==> src/rtl/seg7_pkg.sv <==
// Shared 7-segment constants, the digit-to-segment table and the
// conversion FSM state type used by score_display_mux.
package seg7_pkg;

  // Active-low segment patterns, bit 6 = a ... bit 0 = g
  localparam logic [6:0] SEG_BLANK = 7'b1111111;
  localparam logic [6:0] SEG_DASH  = 7'b1111110;

  localparam logic [6:0] SEG_TABLE [10] = '{
    7'b0000001, 7'b1001111, 7'b0010010, 7'b0000110, 7'b1001100,
    7'b0100100, 7'b0100000, 7'b0001111, 7'b0000000, 7'b0001100
  };

  typedef enum logic [1:0] {
    IDLE   = 2'd0,
    CONV   = 2'd1,
    COMMIT = 2'd2
  } conv_state_t;

  // Any code outside 0..9 renders as a dash so corrupt BCD is visible
  function automatic logic [6:0] bcd_to_seg(input logic [3:0] d);
    if (d <= 4'd9) return SEG_TABLE[d];
    return SEG_DASH;
  endfunction

endpackage

==> src/rtl/bin2bcd_seq.sv <==
// Sequential shift/add-3 (double dabble) binary to BCD converter.
// A start pulse captures bin; SCORE_W steps follow, one per clock.
// done is high during the final step, so bcd/ovf are settled from the
// following cycle until the next start. ovf is a sticky flag raised when
// a set bit is shifted out above the NDIG digits, i.e. bin > 10^NDIG-1.
module bin2bcd_seq #(
  parameter int SCORE_W = 7,
  parameter int NDIG    = 2
) (
  input  logic                clk,
  input  logic                rst_n,
  input  logic                start,
  input  logic [SCORE_W-1:0]  bin,
  output logic                done,
  output logic [4*NDIG-1:0]   bcd,
  output logic                ovf
);

  localparam int BCD_W = 4 * NDIG;
  localparam int CNT_W = $clog2(SCORE_W + 1);

  logic [SCORE_W-1:0] r_sh;
  logic [BCD_W-1:0]   r_bcd;
  logic [CNT_W-1:0]   r_cnt;
  logic               r_ovf;
  logic [BCD_W-1:0]   w_adj;

  // Add 3 to every digit that is 5 or more before the next doubling
  always_comb begin
    w_adj = r_bcd;
    for (int d = 0; d < NDIG; d++) begin
      if (r_bcd[4*d +: 4] >= 4'd5) w_adj[4*d +: 4] = r_bcd[4*d +: 4] + 4'd3;
    end
  end

  // Capture on start, then shift one binary bit into the BCD register per clock
  always_ff @(posedge clk or negedge rst_n) begin
    if (!rst_n) begin
      r_sh  <= '0;
      r_bcd <= '0;
      r_cnt <= '0;
      r_ovf <= 1'b0;
    end else if (start) begin
      r_sh  <= bin;
      r_bcd <= '0;
      r_cnt <= CNT_W'(SCORE_W);
      r_ovf <= 1'b0;
    end else if (r_cnt != '0) begin
      r_bcd <= {w_adj[BCD_W-2:0], r_sh[SCORE_W-1]};
      r_sh  <= r_sh << 1;
      r_ovf <= r_ovf | w_adj[BCD_W-1];
      r_cnt <= r_cnt - CNT_W'(1);
    end
  end

  assign done = (r_cnt == CNT_W'(1));
  assign bcd  = r_bcd;
  assign ovf  = r_ovf;

endmodule

==> src/rtl/score_display_mux.sv <==
// Two-score multiplexed 7-segment driver. Low half of the digits shows
// right_score, high half shows left_score. Scores are converted to BCD
// sequentially and committed to the display registers in one cycle, so
// a digit never shows a half-updated score.
// Optional feature macro: SCORE_DISPLAY_BLINK_EN adds the blink port and a
// free-running blink counter that masks the anodes of a selected half.
//
// Handshake: load is a single-cycle request. In IDLE it captures both scores
// immediately. While busy (CONV or COMMIT) a load only sets one pending flag;
// any number of such loads collapse into a single re-capture of the live
// inputs at COMMIT. busy stays high from the capture until the last commit.
module score_display_mux
  import seg7_pkg::*;
#(
  parameter int NUM_DIGITS  = 4,
  parameter int SCORE_W     = 7,
  parameter int REFRESH_DIV = 2048,
  parameter int BLINK_LOG2  = 24
) (
  input  logic                  clk,
  input  logic                  rst_n,
  input  logic [SCORE_W-1:0]    left_score,
  input  logic [SCORE_W-1:0]    right_score,
  input  logic                  load,
  input  logic                  blank_leading,
  output logic                  busy,
  output logic [6:0]            seg,
`ifdef SCORE_DISPLAY_BLINK_EN
  input  logic [1:0]            blink,
`endif
  output logic [NUM_DIGITS-1:0] AN
);

  localparam int HALF  = NUM_DIGITS / 2;
  localparam int BCD_W = 4 * HALF;
  localparam int IDX_W = $clog2(NUM_DIGITS);
  localparam int DIV_W = $clog2(REFRESH_DIV);

  if (((NUM_DIGITS % 2) != 0) || (NUM_DIGITS < 2) || (NUM_DIGITS > 8) ||
      (SCORE_W < 1) || (SCORE_W > 16) || (REFRESH_DIV < 2) || (BLINK_LOG2 < 1)) begin : g_bad_params
    $error("score_display_mux: illegal parameter set");
  end

  // Scan state
  logic [DIV_W-1:0]      r_div;
  logic [IDX_W-1:0]      r_idx;
  logic [NUM_DIGITS-1:0] r_an;
  logic [6:0]            r_seg;
  logic                  w_tc;

  // Conversion state
  conv_state_t           r_state;
  conv_state_t           w_next_state;
  logic                  r_pend;
  logic                  w_start;
  logic                  w_commit;

  // Converter results and committed display contents
  logic [BCD_W-1:0]      w_bcd_l, w_bcd_r;
  logic                  w_ovf_l, w_ovf_r;
  logic                  w_done_l, w_done_r;
  logic [BCD_W-1:0]      r_disp_l, r_disp_r;
  logic                  r_ovf_l, r_ovf_r;

  // Digit decode for the index about to be enabled
  logic                  w_is_left;
  logic [IDX_W-1:0]      w_pos;
  logic [BCD_W-1:0]      w_half_bcd;
  logic                  w_half_ovf;
  logic [3:0]            w_nib;
  logic                  w_upper_zero;
  logic [6:0]            w_seg_next;
  logic [NUM_DIGITS-1:0] w_an_next;

  assign w_tc = (r_div == DIV_W'(REFRESH_DIV - 1));

  // Refresh divider and scan index; AN/seg load together with the index step
  always_ff @(posedge clk or negedge rst_n) begin
    if (!rst_n) begin
      r_div <= '0;
      r_idx <= '0;
      r_an  <= '1;
      r_seg <= SEG_BLANK;
    end else if (w_tc) begin
      r_div <= '0;
      r_idx <= (r_idx == IDX_W'(NUM_DIGITS - 1)) ? '0 : r_idx + IDX_W'(1);
      r_an  <= w_an_next;
      r_seg <= w_seg_next;
    end else begin
      r_div <= r_div + DIV_W'(1);
    end
  end

  // Pick the digit for r_idx, applying saturation dash and leading-zero blanking
  always_comb begin
    w_is_left    = (r_idx >= IDX_W'(HALF));
    w_pos        = w_is_left ? (r_idx - IDX_W'(HALF)) : r_idx;
    w_half_bcd   = w_is_left ? r_disp_l : r_disp_r;
    w_half_ovf   = w_is_left ? r_ovf_l : r_ovf_r;
    w_nib        = 4'h0;
    w_upper_zero = 1'b1;
    for (int k = 0; k < HALF; k++) begin
      if (k == int'(w_pos)) w_nib = w_half_bcd[4*k +: 4];
      if ((k >= int'(w_pos)) && (w_half_bcd[4*k +: 4] != 4'h0)) w_upper_zero = 1'b0;
    end
    if (w_half_ovf)
      w_seg_next = SEG_DASH;
    else if (blank_leading && (w_pos != '0) && w_upper_zero)
      w_seg_next = SEG_BLANK;
    else
      w_seg_next = bcd_to_seg(w_nib);
    w_an_next = ~(NUM_DIGITS'(1) << r_idx);
  end

  // Conversion FSM state register
  always_ff @(posedge clk or negedge rst_n) begin
    if (!rst_n) r_state <= IDLE;
    else        r_state <= w_next_state;
  end

  // Conversion FSM next state
  always_comb begin
    w_next_state = r_state;
    case (r_state)
      IDLE:    if (load) w_next_state = CONV;
      CONV:    if (w_done_l && w_done_r) w_next_state = COMMIT;
      COMMIT:  w_next_state = (r_pend || load) ? CONV : IDLE;
      default: w_next_state = IDLE;
    endcase
  end

  // Conversion FSM outputs
  always_comb begin
    busy     = (r_state != IDLE);
    w_commit = (r_state == COMMIT);
    w_start  = ((r_state == IDLE) && load) || ((r_state == COMMIT) && (r_pend || load));
  end

  // Pending flag: loads seen mid-conversion, consumed by the next COMMIT
  always_ff @(posedge clk or negedge rst_n) begin
    if (!rst_n)                            r_pend <= 1'b0;
    else if ((r_state == CONV) && load)    r_pend <= 1'b1;
    else if (r_state == COMMIT)            r_pend <= 1'b0;
  end

  // Both halves commit in the same cycle
  always_ff @(posedge clk or negedge rst_n) begin
    if (!rst_n) begin
      r_disp_l <= '0;
      r_disp_r <= '0;
      r_ovf_l  <= 1'b0;
      r_ovf_r  <= 1'b0;
    end else if (w_commit) begin
      r_disp_l <= w_bcd_l;
      r_disp_r <= w_bcd_r;
      r_ovf_l  <= w_ovf_l;
      r_ovf_r  <= w_ovf_r;
    end
  end

  bin2bcd_seq #(.SCORE_W(SCORE_W), .NDIG(HALF)) u_bcd_l (
    .clk   (clk),
    .rst_n (rst_n),
    .start (w_start),
    .bin   (left_score),
    .done  (w_done_l),
    .bcd   (w_bcd_l),
    .ovf   (w_ovf_l)
  );

  bin2bcd_seq #(.SCORE_W(SCORE_W), .NDIG(HALF)) u_bcd_r (
    .clk   (clk),
    .rst_n (rst_n),
    .start (w_start),
    .bin   (right_score),
    .done  (w_done_r),
    .bcd   (w_bcd_r),
    .ovf   (w_ovf_r)
  );

  assign seg = r_seg;

`ifdef SCORE_DISPLAY_BLINK_EN
  logic [BLINK_LOG2-1:0] r_blink_cnt;
  logic [NUM_DIGITS-1:0] w_blink_mask;

  // Free-running blink timebase
  always_ff @(posedge clk or negedge rst_n) begin
    if (!rst_n) r_blink_cnt <= '0;
    else        r_blink_cnt <= r_blink_cnt + BLINK_LOG2'(1);
  end

  // Hide a whole half during the upper phase of the blink period
  always_comb begin
    w_blink_mask = {{HALF{blink[1] & r_blink_cnt[BLINK_LOG2-1]}},
                    {HALF{blink[0] & r_blink_cnt[BLINK_LOG2-1]}}};
    AN = r_an | w_blink_mask;
  end
`else
  assign AN = r_an;
`endif

endmodule
==> config.mk <==
export PLATFORM = sky130hd
export DESIGN_NAME = score_display_mux
export DESIGN_NICKNAME = d
export VERILOG_FILES = /design/src/rtl/seg7_pkg.sv /design/src/rtl/bin2bcd_seq.sv /design/src/rtl/score_display_mux.sv
export SDC_FILE = /design/constraint.sdc
export NUM_CORES = 1
export LEC_CHECK = 0
export CORE_MARGIN = 5
export CORE_UTILIZATION = 53
export CTS_CLUSTER_DIAMETER = 150
export DETAILED_ROUTE_END_ITERATION = 12
export PLACE_DENSITY_LB_ADDON = 0.2
export SLEW_MARGIN = 30
export SYNTH_ARGS = -nofsm -noshare
export SYNTH_HDL_FRONTEND = slang
export SYNTH_SLANG_ARGS = --single-unit
==> constraint.sdc <==
create_clock -name clk -period 3.1 [get_ports clk]
set_clock_uncertainty 0.1 [all_clocks]
set_input_delay 0.31 -clock clk [delete_from_list [all_inputs] [get_ports clk]]
set_output_delay 0.31 -clock clk [all_outputs]
set_load 0.005 [all_outputs]
==> results of run 1 <==
[final cells by class]
cell class              count  area, um2  area share (%)
inverters                  20      75.07           1.536
multi-input cells         310       2063           42.22
well taps                 105      131.4           2.688
repair buffers             36      346.6           7.092
clock inverters             4      25.02          0.5120
flip-flops and latches     83       2091           42.78
clock buffers              12      155.1           3.175
[state kept, by name, indices dropped and copies added (netlist names), 2 cells and up]
name	count
seg	7
r_idx	2
u_bcd_l.bcd	8
u_bcd_l.r_cnt	3
r_disp_r	8
u_bcd_r.bcd	8
r_state	2
r_disp_l	8
AN	4
r_div	11
u_bcd_r.r_sh	7
u_bcd_l.r_sh	7
u_bcd_r.r_cnt	3
[metal layers]
metal	track usage (%)	up-vias
li1	-	1531
met1	21.43	1452
met2	26.61	43
met3	3.753	19
met4	7.358	0
met5	0	-
[power groups by stage]
stage	logic, mW	clock network [mW]	registers (mW)
CTS	0.333	0.740	1.21
floorplan	0.245	0	1.21
detailed placement	0.331	0	1.23
global route	0.376	0.789	1.22
finish	0.331	0.712	1.21
global placement	0.324	0	1.23
[worst register-to-register path, cell delays in order, from the launching register on]
cell	delay (ns)
dfrtp_1	0.36
inv_2	0.08
ha_1	0.22
nor2_2	0.23
mux2_1	0.37
o221ai_2	0.30
ha_1	0.24
nor2_1	0.08
a21oi_4	0.13
o2111ai_4	0.16
o31a_1	0.34
[per-stage QoR]
| stage | cell area (um2) | setup WS (ns) | std cells | util, % | power (mW) |
|---|---|---|---|---|---|
| after global routing | 4887 | 0.2468 | 570 | 60.39 | 2.388 |
| after floorplan | 4319 | 0.1699 | 433 | - | 1.457 |
| final | 4887 | 0.4306 | 570 | 60.39 | 2.256 |
| after global placement | 4688 | 0.5110 | 553 | 57.93 | 1.557 |
| after CTS | 4885 | 0.4254 | 570 | 60.36 | 2.287 |
| after detailed placement | 4695 | 0.4428 | 553 | 58.01 | 1.566 |
[cell usage in the layout, fill, tap and decap left out, types with 3 or more instances in the layout]
cell type / count
a211oi_1: 3
a21oi_1: 21
a31oi_1: 7
and3_1: 4
buf_4: 6
clkbuf_8: 11
clkdlybuf4s50_1: 28
dfrtp_1: 72
dfstp_2: 11
ha_1: 25
inv_1: 19
mux2_2: 10
mux2i_1: 14
nand2_1: 62
nand2b_1: 10
nand3_1: 10
nor2_1: 36
nor3_1: 7
o21ai_0: 30
o21ai_1: 12
o22a_1: 4
xnor2_1: 12
xor2_1: 5
[cell families after synthesis]
family / after synthesis / synth area share [%]
compound gates: 94 / 14.40
fa+ha+maj: 25 / 7.242
xor+xnor: 17 / 3.447
mux: 26 / 6.460
flops: 83 / 48.41
buf+inv: 40 / 3.998
simple gates: 148 / 16.05
[synthesized netlist by cell type (3+ instances only)]
| cell type | number | area, um2 |
|---|---|---|
| dfrtp_1 | 72 | 1802 |
| nand2_1 | 62 | 232.7 |
| nor2_1 | 37 | 138.9 |
| o21ai_0 | 30 | 150.1 |
| ha_1 | 25 | 312.8 |
| a21oi_1 | 21 | 105.1 |
| inv_1 | 19 | 71.32 |
| clkbuf_1 | 14 | 52.55 |
| mux2i_1 | 14 | 140.1 |
| nand2b_1 | 12 | 75.07 |
| o21ai_1 | 12 | 60.06 |
| xnor2_1 | 12 | 105.1 |
| dfstp_2 | 11 | 289.0 |
| mux2_2 | 10 | 112.6 |
| nand3_1 | 10 | 50.05 |
| a31oi_1 | 7 | 43.79 |
| nor3_1 | 7 | 35.03 |
| xor2_1 | 5 | 43.79 |
| and3_1 | 4 | 25.02 |
| o22a_1 | 4 | 35.03 |
| a211oi_1 | 3 | 22.52 |
| buf_2 | 3 | 15.01 |
[repair_timing]
| item | in CTS | in global routing |
|---|---|---|
| endpoints found under the hold margin | 72 | 0 |
| hold buffers | 1 | 0 |
| resized for setup | 0 | 0 |
[path summary, 6_finish.rpt]
kind	from	endpoint	slack, ns
setup / recovery	r_idx[0]	seg[3]	0.43
hold / removal	AN[3]	AN[3]	0.37
setup reg to reg	r_idx[0]	seg[3]	0.43
hold reg to reg	AN[3]	AN[3]	0.37
max in group asynchronous	rst_n	u_bcd_r.bcd[6]	1.92
min in group asynchronous	rst_n	r_div[5]	0.44
==> reports/qor.csv, run 1 <==
stage,metric,value,unit
outcome,status,finished clean,
drt,wl_met1,3615,um
cts,numClockSinks,83,
sta,maxSlewHeadroom,50.19,%
sta,drv_slew,0,
logic_synthesis,syn_area_per_cell,9.975,um2
power,p_switching,0.6055,mW
sta,fmax,374.6,MHz
cts,cts_tree,yes,
die,coreArea,8093,um2
logic_synthesis,ys_seq_area_share,48.41,%
logic_synthesis,synth_ff_type,dfrtp_1,
layout,n_fill_cell,707,
setup_path,cp_top_family,compound AO/OA/AOI/OAI gates,
setup_path,worst_setup_path_start_kind,flop,
setup_path,critPathKind,flop to flop,
global_routing,grt_first_pass_wirelength,13520,um
cts,cts_buffers,9,
drt,drc,0,
global_routing,grtUsageTotal,16.56,%
place,dp_hpwl,5313,um
power,irDropWorstVdd,0.2491,mV
global_routing,antenna_found_initial,0,
drt,drt_iter0_drc,90,
drt,dr_total_vias,3045,
layout,n_antenna_cell,0,
logic_synthesis,synthArstFlopShare,100.0,%
setup_path,critPathCaptureType,flop,
global_routing,grt_start_max_net_pins,84,
sta,worst_pin_slew,0.7472,ns
drt,met3_length,249,um
layout,drive_gt1_share,13.55,%
logic_synthesis,ys_ff_latch,83,
power,power_frac_comb,14.7,%
cts,insertion_delay,0.35,ns
drt,wl_per_cell,13.29,um
drt,wl,7577,um
die,rows,33,
setup_path,slowest_delay,0.37,ns
sta,fin_crit_sh,86.11,%
cts,clockRootBuffer,clkbuf_8,
place,portBuffers,29,
setup_path,path_max_fanout,6,
drt,top_layer,met4,
sta,hold_viol,0,
run,maxCapViolCount,0,
die,start_util,53.37,%
setup_path,cp.depth,10,
setup_path,rr_worst_depth,10,
die,die_h,100.3,um
cts,cts_buffer_depth,2,
cts,path_clk_slew,0.08,ns
layout,syn_to_final_growth,13.15,%
sta,setup_viol,0,
setup_path,worstPathCellList,"inv_2, ha_1, nor2_2, mux2_1, o221ai_2, ha_1, nor2_1, a21oi_4, o2111ai_4, o31a_1",
sta,rsz0062_at_grt,false,
place,place.gp.congestion,0.8951,
global_routing,grt_pass1_vias,3001,
power,p_leak,2.248,nW
layout,fin_nets,503,
power,p_seq_share,53.8,%
power,swShare,26.84,%
cts,cts_setup_buffers,0,
setup_path,required,3.28,ns
power,p_clk_share,31.6,%
power,intPower,1.650,mW
setup_path,crit_arrival,2.85,ns
hold_path,worstHoldPathCells,2,
drt,viasPerCell,5.342,
drt,dr.pass1.iters,4,
cts,htree_levels,3,
drt,route.met2.wl,3528,um
logic_synthesis,yosys_warnings,0,
setup_path,crit_top_cell,ha_1,
power,power_density,461.5,nW/um2
logic_synthesis,ys_types,54,
logic_synthesis,synth_edf_count,0,
global_routing,grt_overflow,0,
hold_path,min_path_type,flop to flop,
drt,antenna_left,0,
sta,whs,0.3656,ns
setup_path,crit_buf_inv,1,
logic_synthesis,netlist_area,4319,um2
logic_synthesis,syn_inst,433,
logic_synthesis,synth_nets,476,
sta,final.min_clock_period,2.669,ns
die,num_io_pins,30,
sta,setup_tns,0,ns
setup_path,critPathSlowestCell,mux2_1,
die,die_w,100.3,um
die,die_area,10060,um2
Note: power is estimated with default switching activity, not from simulation.
==> run 2, diff against run 1 <==
- SLEW_MARGIN: 30 -> 25
==> reports/qor.csv, run 2 (synthesis gave the netlist of run 1 again) <==
stage,metric,value,unit
outcome,status,finished clean,
global_routing,grt_first_pass_wirelength,13950,um
sta,final.min_clock_period,2.665,ns
drt,dr_total_vias,3030,
power,power_density,504.8,nW/um2
setup_path,crit_top_cell,ha_1,
place,dpl_cell_area,4688,um2
global_routing,grt_overflow,0,
setup_path,critPathCaptureType,flop,
place,place.gp.congestion,0.8951,
layout,fin_area,4955,um2
place,dp_hpwl,5338,um
run,maxCapViolCount,0,
place,post-place-ws,0.4441,ns
drt,drc,0,
drt,wl,7806,um
power,finalPower,2.501,mW
cts,cts_setup_buffers,0,
die,die_w,100.3,um
die,rows,33,
global_routing,antenna_found_initial,0,
setup_path,crit_arrival,2.85,ns
place,portBuffers,29,
sta,drv_slew,0,
layout,syn_to_final_growth,14.72,%
setup_path,critPathKind,flop to flop,
layout,fin_util,61.22,%
setup_path,path_max_fanout,6,
die,coreArea,8093,um2
sta,hold_viol,0,
layout,n_antenna_cell,0,
place,dp_cells,553,
cts,numClockSinks,83,
sta,setup_ws,0.4347,ns
setup_path,required,3.29,ns
sta,fmax,375.2,MHz
die,num_io_pins,30,
drt,antenna_left,0,
global_routing,grt_pass1_vias,3054,
setup_path,worstPathCellList,"inv_2, ha_1, nor2_2, mux2_1, o221ai_2, ha_1, nor2_1, a21oi_4, o2111ai_4, o31a_1",
sta,worst_pin_slew,0.9179,ns
layout,layout_commonest_cell,dfrtp_1,
layout,drive_gt1_share,13.55,%
layout,final-seq-area,2091,um2
power,p_leak,2.285,nW
layout,stdcell_count,570,
sta,maxSlewHeadroom,38.81,%
hold_path,min_path_type,flop to flop,
drt,wl_per_cell,13.69,um
die,die_area,10060,um2
sta,setup_tns,0,ns
cts,cts_buffer_depth,2,
power,irDropWorstVdd,0.2568,mV
die,start_util,53.37,%
drt,viasPerCell,5.316,
layout,top_register,r_div,
drt,dr.pass1.iters,6,
sta,whs,0.3666,ns
sta,fin_crit_sh,85.98,%
layout,fin_nets,503,
cts,path_clk_slew,0.08,ns
setup_path,worst_setup_path_start_kind,flop,
cts,cts_tree,yes,
sta,setup_viol,0,
cts,insertion_delay,0.36,ns
layout,n_fill_cell,695,
cts,htree_levels,3,
drt,drt_iter0_drc,148,
layout,largest_register_ffs,11,
setup_path,critPathSlowestCell,mux2_1,
global_routing,grtUsageTotal,17.18,%
cts,clockRootBuffer,clkbuf_8,
sta,rsz0062_at_grt,false,
cts,cts_buffers,9,
setup_path,slowest_delay,0.37,ns
global_routing,grt_start_max_net_pins,84,
die,die_h,100.3,um
layout,multiInputGateArea,2061,um2
setup_path,crit_buf_inv,1,
layout,final_cell_mix,"dfrtp_1, nand2_1, nor2_1, o21ai_0, clkdlybuf4s50_1",
setup_path,cp_top_family,compound AO/OA/AOI/OAI gates,
==> run 2: final timing paths <==
| kind | from | slack [ns] | depth (start not counted) | endpoint |
|---|---|---|---|---|
| max in group asynchronous | rst_n | 1.93 | 2 | u_bcd_r.r_cnt[2] |
| setup / recovery | r_idx[0] | 0.43 | 10 | seg[3] |
| hold / removal | AN[3] | 0.37 | 2 | AN[3] |
| hold reg to reg | AN[3] | 0.37 | 2 | AN[3] |
| setup reg to reg | r_idx[0] | 0.43 | 10 | seg[3] |
| min in group asynchronous | rst_n | 0.44 | 2 | r_div[8] |
==> run 2: power by group <==
group / switching (mW) / leakage [nW] / internal, mW
logic: 0.167 / 1.14 / 0.163
clock network: 0.399 / 0.126 / 0.558
registers: 0.0586 / 1.02 / 1.15
total: 0.625 / 2.29 / 1.88
==> run 2: layer usage <==
metal	global-route usage (%)	vias to the layer above	part of all wire, %
li1	-	1528	-
met1	21.94	1433	47
met2	27.78	48	46
met3	3.961	21	3.7
met4	7.772	0	2.6
met5	0	-	0
==> run 2: worst reg2reg max path, cell delays in order (launching register included) <==
cell	delay [ns]
dfrtp_1	0.36
inv_2	0.08
ha_1	0.22
nor2_2	0.22
mux2_1	0.37
o221ai_2	0.30
ha_1	0.24
nor2_1	0.07
a21oi_4	0.13
o2111ai_4	0.16
o31a_1	0.34
==> run 2: layout make-up <==
| type | instances | share of cell area (%) |
|---|---|---|
| clock inverters | 6 | 2.273 |
| repair buffers | 36 | 6.995 |
| clock buffers | 10 | 2.778 |
| multi-input cells | 310 | 41.59 |
| inverters | 20 | 1.515 |
| flip-flops and latches | 83 | 42.20 |
| well taps | 105 | 2.652 |
==> run 2: repair_timing <==
action / in CTS / in global routing
hold buffers: 0 / 1
gates resized for setup: 0 / 0
hold endpoints to repair: 0 / 72
